**src/rtl/cache_pkg.sv**
```systemverilog
// Shared cache parameters and helpers.
//   TAG_W_DEF    default tag width (12b address minus 4b byte offset)
//   ENTRIES_DEF  default number of cache blocks
//   clog2()      index width helper
//   fill_kind_e  how a fill request is resolved
package cache_pkg;

  localparam int TAG_W_DEF   = 8;
  localparam int ENTRIES_DEF = 16;

  function automatic int clog2(input int n);
    int r;
    r = 0;
    while ((1 << r) < n) r++;
    return r;
  endfunction

  typedef enum logic [1:0] {
    FILL_NONE = 2'd0,  // no fill, or dropped by inval_all
    FILL_DUP  = 2'd1,  // tag already resident, no write
    FILL_FREE = 2'd2,  // write lowest invalid entry
    FILL_REPL = 2'd3   // evict entry at rr_ptr
  } fill_kind_e;

endpackage

```
**src/rtl/tag_match_p.sv**
```systemverilog
// Single CAM equality cell, purely combinational.
//   vld   entry valid bit
//   tag   stored tag
//   key   tag being searched
//   match vld & (tag == key)
module tag_match_p #(
  parameter int TAG_W = 8
) (
  input  logic             vld,
  input  logic [TAG_W-1:0] tag,
  input  logic [TAG_W-1:0] key,
  output logic             match
);

  assign match = vld && (tag == key);

endmodule

```
**src/rtl/tag_cam_lookup.sv**
```systemverilog
// Fully associative tag store with registered lookup and fill results.
//   clk, rst_n                 clock, async active-low reset
//   lookup_valid, lookup_tag   lookup request
//   fill_valid, fill_tag       install request
//   inval_all                  clear all valid bits (wins over fill)
//   hit_valid, hit, hit_idx    lookup result, one cycle later
//   fill_done, fill_idx        fill result, one cycle later
//   full                       all entries valid after the update
module tag_cam_lookup
  import cache_pkg::*;
#(
  parameter int TAG_W   = TAG_W_DEF,
  parameter int ENTRIES = ENTRIES_DEF,
  parameter int IDX_W   = clog2(ENTRIES)
) (
  input  logic             clk,
  input  logic             rst_n,
  input  logic             lookup_valid,
  input  logic [TAG_W-1:0] lookup_tag,
  input  logic             fill_valid,
  input  logic [TAG_W-1:0] fill_tag,
  input  logic             inval_all,
  output logic             hit_valid,
  output logic             hit,
  output logic [IDX_W-1:0] hit_idx,
  output logic             fill_done,
  output logic [IDX_W-1:0] fill_idx,
  output logic             full
);

  logic [ENTRIES-1:0][TAG_W-1:0] tags;
  logic [ENTRIES-1:0]            valid, valid_nxt;
  logic [ENTRIES-1:0]            lk_match, fl_match;
  logic [IDX_W-1:0]              rr_ptr;

  // Two match banks: one for lookups, one to detect an already-resident fill tag.
  for (genvar g = 0; g < ENTRIES; g++) begin : g_cell
    tag_match_p #(.TAG_W(TAG_W)) u_lk (
      .vld(valid[g]), .tag(tags[g]), .key(lookup_tag), .match(lk_match[g]));
    tag_match_p #(.TAG_W(TAG_W)) u_fl (
      .vld(valid[g]), .tag(tags[g]), .key(fill_tag),   .match(fl_match[g]));
  end

  // Priority encoders; scanning high-to-low leaves the lowest index.
  logic [IDX_W-1:0] lk_idx, fl_idx, free_idx;
  always_comb begin
    lk_idx   = '0;
    fl_idx   = '0;
    free_idx = '0;
    for (int i = ENTRIES - 1; i >= 0; i--) begin
      if (lk_match[i]) lk_idx   = IDX_W'(i);
      if (fl_match[i]) fl_idx   = IDX_W'(i);
      if (!valid[i])   free_idx = IDX_W'(i);
    end
  end

  fill_kind_e       kind;
  logic [IDX_W-1:0] wr_idx, fidx_nxt;
  logic             lk_hit;

  assign lk_hit = lookup_valid && (|lk_match);

  always_comb begin
    kind      = FILL_NONE;
    wr_idx    = rr_ptr;
    fidx_nxt  = fill_idx;
    valid_nxt = valid;
    if (inval_all) begin
      valid_nxt = '0;
      if (fill_valid) fidx_nxt = '0;
    end else if (fill_valid) begin
      if (|fl_match) begin
        kind     = FILL_DUP;
        fidx_nxt = fl_idx;
      end else begin
        kind   = (&valid) ? FILL_REPL : FILL_FREE;
        wr_idx = (&valid) ? rr_ptr : free_idx;
        valid_nxt[wr_idx] = 1'b1;
        fidx_nxt = wr_idx;
      end
    end
  end

  always_ff @(posedge clk or negedge rst_n) begin
    if (!rst_n) begin
      valid     <= '0;
      rr_ptr    <= '0;
      hit_valid <= 1'b0;
      hit       <= 1'b0;
      hit_idx   <= '0;
      fill_done <= 1'b0;
      fill_idx  <= '0;
      full      <= 1'b0;
    end else begin
      valid     <= valid_nxt;
      full      <= &valid_nxt;
      hit_valid <= lookup_valid;
      hit       <= lk_hit;
      hit_idx   <= lk_hit ? lk_idx : '0;
      fill_done <= fill_valid;
      fill_idx  <= fidx_nxt;
      // Power-of-two ENTRIES, so the increment wraps on its own.
      if (inval_all)              rr_ptr <= '0;
      else if (kind == FILL_REPL) rr_ptr <= rr_ptr + IDX_W'(1);
    end
  end

  // Tag contents are don't-care after reset, so no reset here.
  always_ff @(posedge clk) begin
    if (kind == FILL_FREE || kind == FILL_REPL) tags[wr_idx] <= fill_tag;
  end

endmodule
```
**config.mk**
```make
export PLATFORM = sky130hd
export DESIGN_NAME = tag_cam_lookup
export DESIGN_NICKNAME = d
export VERILOG_FILES = /design/src/rtl/cache_pkg.sv /design/src/rtl/tag_match_p.sv /design/src/rtl/tag_cam_lookup.sv
export SDC_FILE = /design/constraint.sdc
export NUM_CORES = 1
export LEC_CHECK = 0
export BUFFER_PORTS_ARGS = -buffer_cell sky130_fd_sc_hd__buf_2
export CORE_UTILIZATION = 32
export DETAILED_ROUTE_END_ITERATION = 10
export MAX_ROUTING_LAYER = met4
export PLACE_DENSITY_LB_ADDON = 0.05
export SLEW_MARGIN = 0
export SYNTH_ARGS = -nofsm -noshare
export SYNTH_HDL_FRONTEND = slang
export SYNTH_SLANG_ARGS = --single-unit
```
**constraint.sdc**
```tcl
create_clock -name clk -period 3.65 [get_ports clk]
set_clock_uncertainty 0.15 [all_clocks]
set_input_delay 0.1825 -clock clk [delete_from_list [all_inputs] [get_ports clk]]
set_output_delay 0.1825 -clock clk [all_outputs]
set_load 0.01 [all_outputs]
```
==> results.cfg <==
[synth]
ys_seq_elements = 160
yosysMostFrequentCell = xnor2_1
synth_top_family_by_area = XOR/XNOR gates
ys.flop_type = edfxtp_1
synth_xor_area_share_pct = 24.90
syn_nets = 799
syn_inst = 777
syn-mean-instance-area_um2 = 11.68
synth_edf_count = 128
synth_area_um2 = 9074
yosys-mux-area-fraction_pct = 0.1103
synthArstFlopShare_pct = 20.00
synth_top_area_cell = edfxtp_1
synth_top_area_share_pct = 42.36
yosys.area_share.simple_pct = 14.22
synth_warnings = 0
post_synth_fa_ha_maj_area_fraction_pct = 0.1379
netlist_top_cells_area = edfxtp_1 42%, xnor2_1 16%, xor2_1 9.1%, dfrtp_1 8.8%, nand4_1 2.4%
yosys-top-cells-count = 164 x xnor2_1, 128 x edfxtp_1, 94 x xor2_1
ys_seq_area_share_pct = 51.19
synth_cell_types = 62
synth-compound-area-share_pct = 5.226

[clocking]
numCtsBuffers = 17
clk_path_buf_depth = 2
cts_tree = done
cts-root-buf = clkbuf_16
cts_htree_levels = 4
clock_latency_ns = 0.43
clkSinkCount = 160
clk_pin_slew_ns = 0.07
post-cts-setup-buffer-count = 0

[critical_path]
setup.worst_path.class = reg2reg
endpoint_kind = flop
crit_required_ns = 3.56
critPathSlowestCell = nor3_2
crit_chain = xnor2_1 > nand4_1 > nor4_1 > buf_4 > nor4_2 > nand3_2 > or3_1 > nor2_1 > a21oi_2 > nor3_2
cp_data_arrival_time_ns = 3.45
worstSetupStartpointType = flop
cp_max_fo = 10
path_delay_family = simple AND/OR/NAND/NOR gates
max_stage_delay_ns = 0.61
cp_num_buf_inv = 1

[grt]
grt-ovfl-total = 0
grt_usage_pct = 21.28
grt_max_degree = 33
antenna_found_initial = 0
grt_pass1_wl_um = 42950
grt_pass1_vias = 6675

[power]
peakVddDrop_v = 0.0002702
clock_power_share_pct = 42.4
power_density_nw_per_um2 = 379.9
pwr-share-seq_pct = 47.6
pwr-share-comb_pct = 10.0
cellLeakagePower_nw = 3.888
p_sw_mw = 1.058
switching_share_pct = 25.30
intPower_mw = 3.123

[floorplan]
dieArea_um2 = 29030
num_rows = 61
die_h_um = 170.4
die_w_um = 170.4
io_pins = 33
start_util_pct = 32.57
core-area_um2 = 27860

[timing]
fmax_ghz = 0.2826
rsz0062_at_grt = true
setup_violations = 0
finalHoldViolations = 0
slew_violations = 0
slew_headroom_pct = 52.32
tightest_slew_ns = 0.7152
finalCriticalPeriod_ns = 3.539
tns_ns = 0
fin_crit_sh_pct = 96.96

[drt]
drcViolationCount = 0
wl_per_cell_um = 22.05
vias_per_cell = 4.940
drt_iter0_drc = 439
wl_um = 28490
firstDrtPassIters = 4
dr_total_vias = 6383
drtAntennaViolNets = 0

[place]
portBuffers = 32
placed_area_um2 = 10320
hpwl_um = 21560
gp_congestion = 0.8692
place_inst = 1253

[cells_and_area]
area_growth_pct = 21.29
n_antenna_cell = 0
drive_gt1_share_pct = 21.77
final_area_um2 = 11010
nets = 923
final_cells = 1292

[status]
status = completed

[run]
drv_cap = 0

[worst_hold_path]
hold_path.class = in2reg
## worst reg2reg max path, cell delays in order, from the launching register on
cell and delay, ns:
edfxtp_1 0.41, xnor2_1 0.15, nand4_1 0.10, nor4_1 0.06, buf_4 0.15, nor4_2 0.39, nand3_2 0.12, or3_1 0.54
nor2_1 0.32, a21oi_2 0.18, nor3_2 0.61
## worst paths after layout
| check | endpoint | slack (ns) | start | cells past startpoint |
|---|---|---|---|---|
| max in group asynchronous | valid[12]$_DFF_PN0_ | 2.70 | rst_n | 2 |
| max | tags[95]$_DFFE_PP_ | 0.11 | tags[24]$_DFFE_PP_ | 10 |
| max reg2reg | tags[95]$_DFFE_PP_ | 0.11 | tags[24]$_DFFE_PP_ | 10 |
| min in group asynchronous | valid[10]$_DFF_PN0_ | 0.19 | rst_n | 2 |
| min | tags[66]$_DFFE_PP_ | 0.01 | fill_tag[2] | 2 |
| min reg2reg | fill_idx[2]$_DFFE_PN0P_ | 0.37 | fill_idx[2]$_DFFE_PN0P_ | 1 |
## sequential cells by signal, indices dropped and copies added, names as in the netlist
name	count
full	1
hit_valid	1
hit_idx	4
valid	16
tags	128
hit	1
fill_idx	4
rr_ptr	4
fill_done	1
## cell type report
type | count | area, um2
Fill cell | 2693 | 16850
Clock buffer | 18 | 439.2
Multi-Input combinational cell | 568 | 4089
Clock inverter | 14 | 132.6
Tap cell | 378 | 473.0
Sequential cell | 160 | 4644
Inverter | 11 | 41.29
Timing Repair Buffer | 143 | 1186
## kinds of logic after synthesis
logic type | Yosys count
xor+xnor | 258
compound gates | 70
buf+inv | 49
fa+ha+maj | 1
simple gates | 238
flops | 160
mux | 1
## layout by cell type (no fill, tap or decap), drive strengths merged, types with 2 or more instances in the layout
cell	Yosys	final
nand2	36	36
nor3	44	44
dfrtp	32	32
nand2b	3	3
buf	27	136
nand4	36	36
and4	2	2
inv	11	15
or2	2	2
nor2b	8	8
o31ai	6	6
xnor2	164	164
o21ai	12	12
xor2	94	94
o21ba	2	2
nor2	39	39
clkinvlp	0	6
a21boi	3	3
nor4	23	23
clkinv	0	3
and3	4	4
a21oi	21	21
dlygate4sd3	0	7
a31oi	11	11
clkbuf	11	18
nand3	31	31
a21o	3	3
a211oi	2	2
or3	7	7
edfxtp	128	128
nand3b	2	2
## metrics by stage
| stage | total power [mW] | util (%) | hold WS [ns] | worst slack [ns] |
|---|---|---|---|---|
| 6_report | 4.181 | 39.51 | 0.01116 | 0.1110 |
| 5_1_grt | 4.321 | 39.51 | 0.003184 | -0.08722 |
| 4_1_cts | 4.227 | 39.39 | 0.001141 | -0.2311 |
| 3_5_place_dp | 2.444 | 37.05 | 0.1357 | -0.4535 |
| 3_3_place_gp | 2.445 | 37.05 | 0.1262 | -0.3205 |
| 2_1_floorplan | 2.275 | - | -0.2631 | 0.4970 |
## repair_timing
item                       4_1_cts  5_1_grt
setup endpoints to repair       40       40
gates resized for setup          2        6
hold endpoints to repair        43        0
cloned                           0        0
hold buffers                     7        0
## metal layers
layer | track usage [%] | vias to the layer above | wire length [um] | share of wire, %
li1 | - | 3004 | - | -
met1 | 28.59 | 3250 | 13850 | 49
met2 | 34.21 | 115 | 13520 | 47
met3 | 3.070 | 14 | 863 | 3.0
met4 | 4.074 | 0 | 261 | 0.92
met5 | - | - | 0 | 0
## power by group through the flow
| stage | sequential [mW] | combinational (mW) | clock (mW) |
|---|---|---|---|
| final | 1.99 | 0.418 | 1.77 |
| after CTS | 1.99 | 0.424 | 1.81 |
| after global routing | 1.99 | 0.453 | 1.88 |
| after floorplan | 2.03 | 0.245 | 0 |
| after detailed placement | 2.03 | 0.415 | 0 |
| after global placement | 2.03 | 0.415 | 0 |
Note: power is estimated with default switching activity, not from simulation.
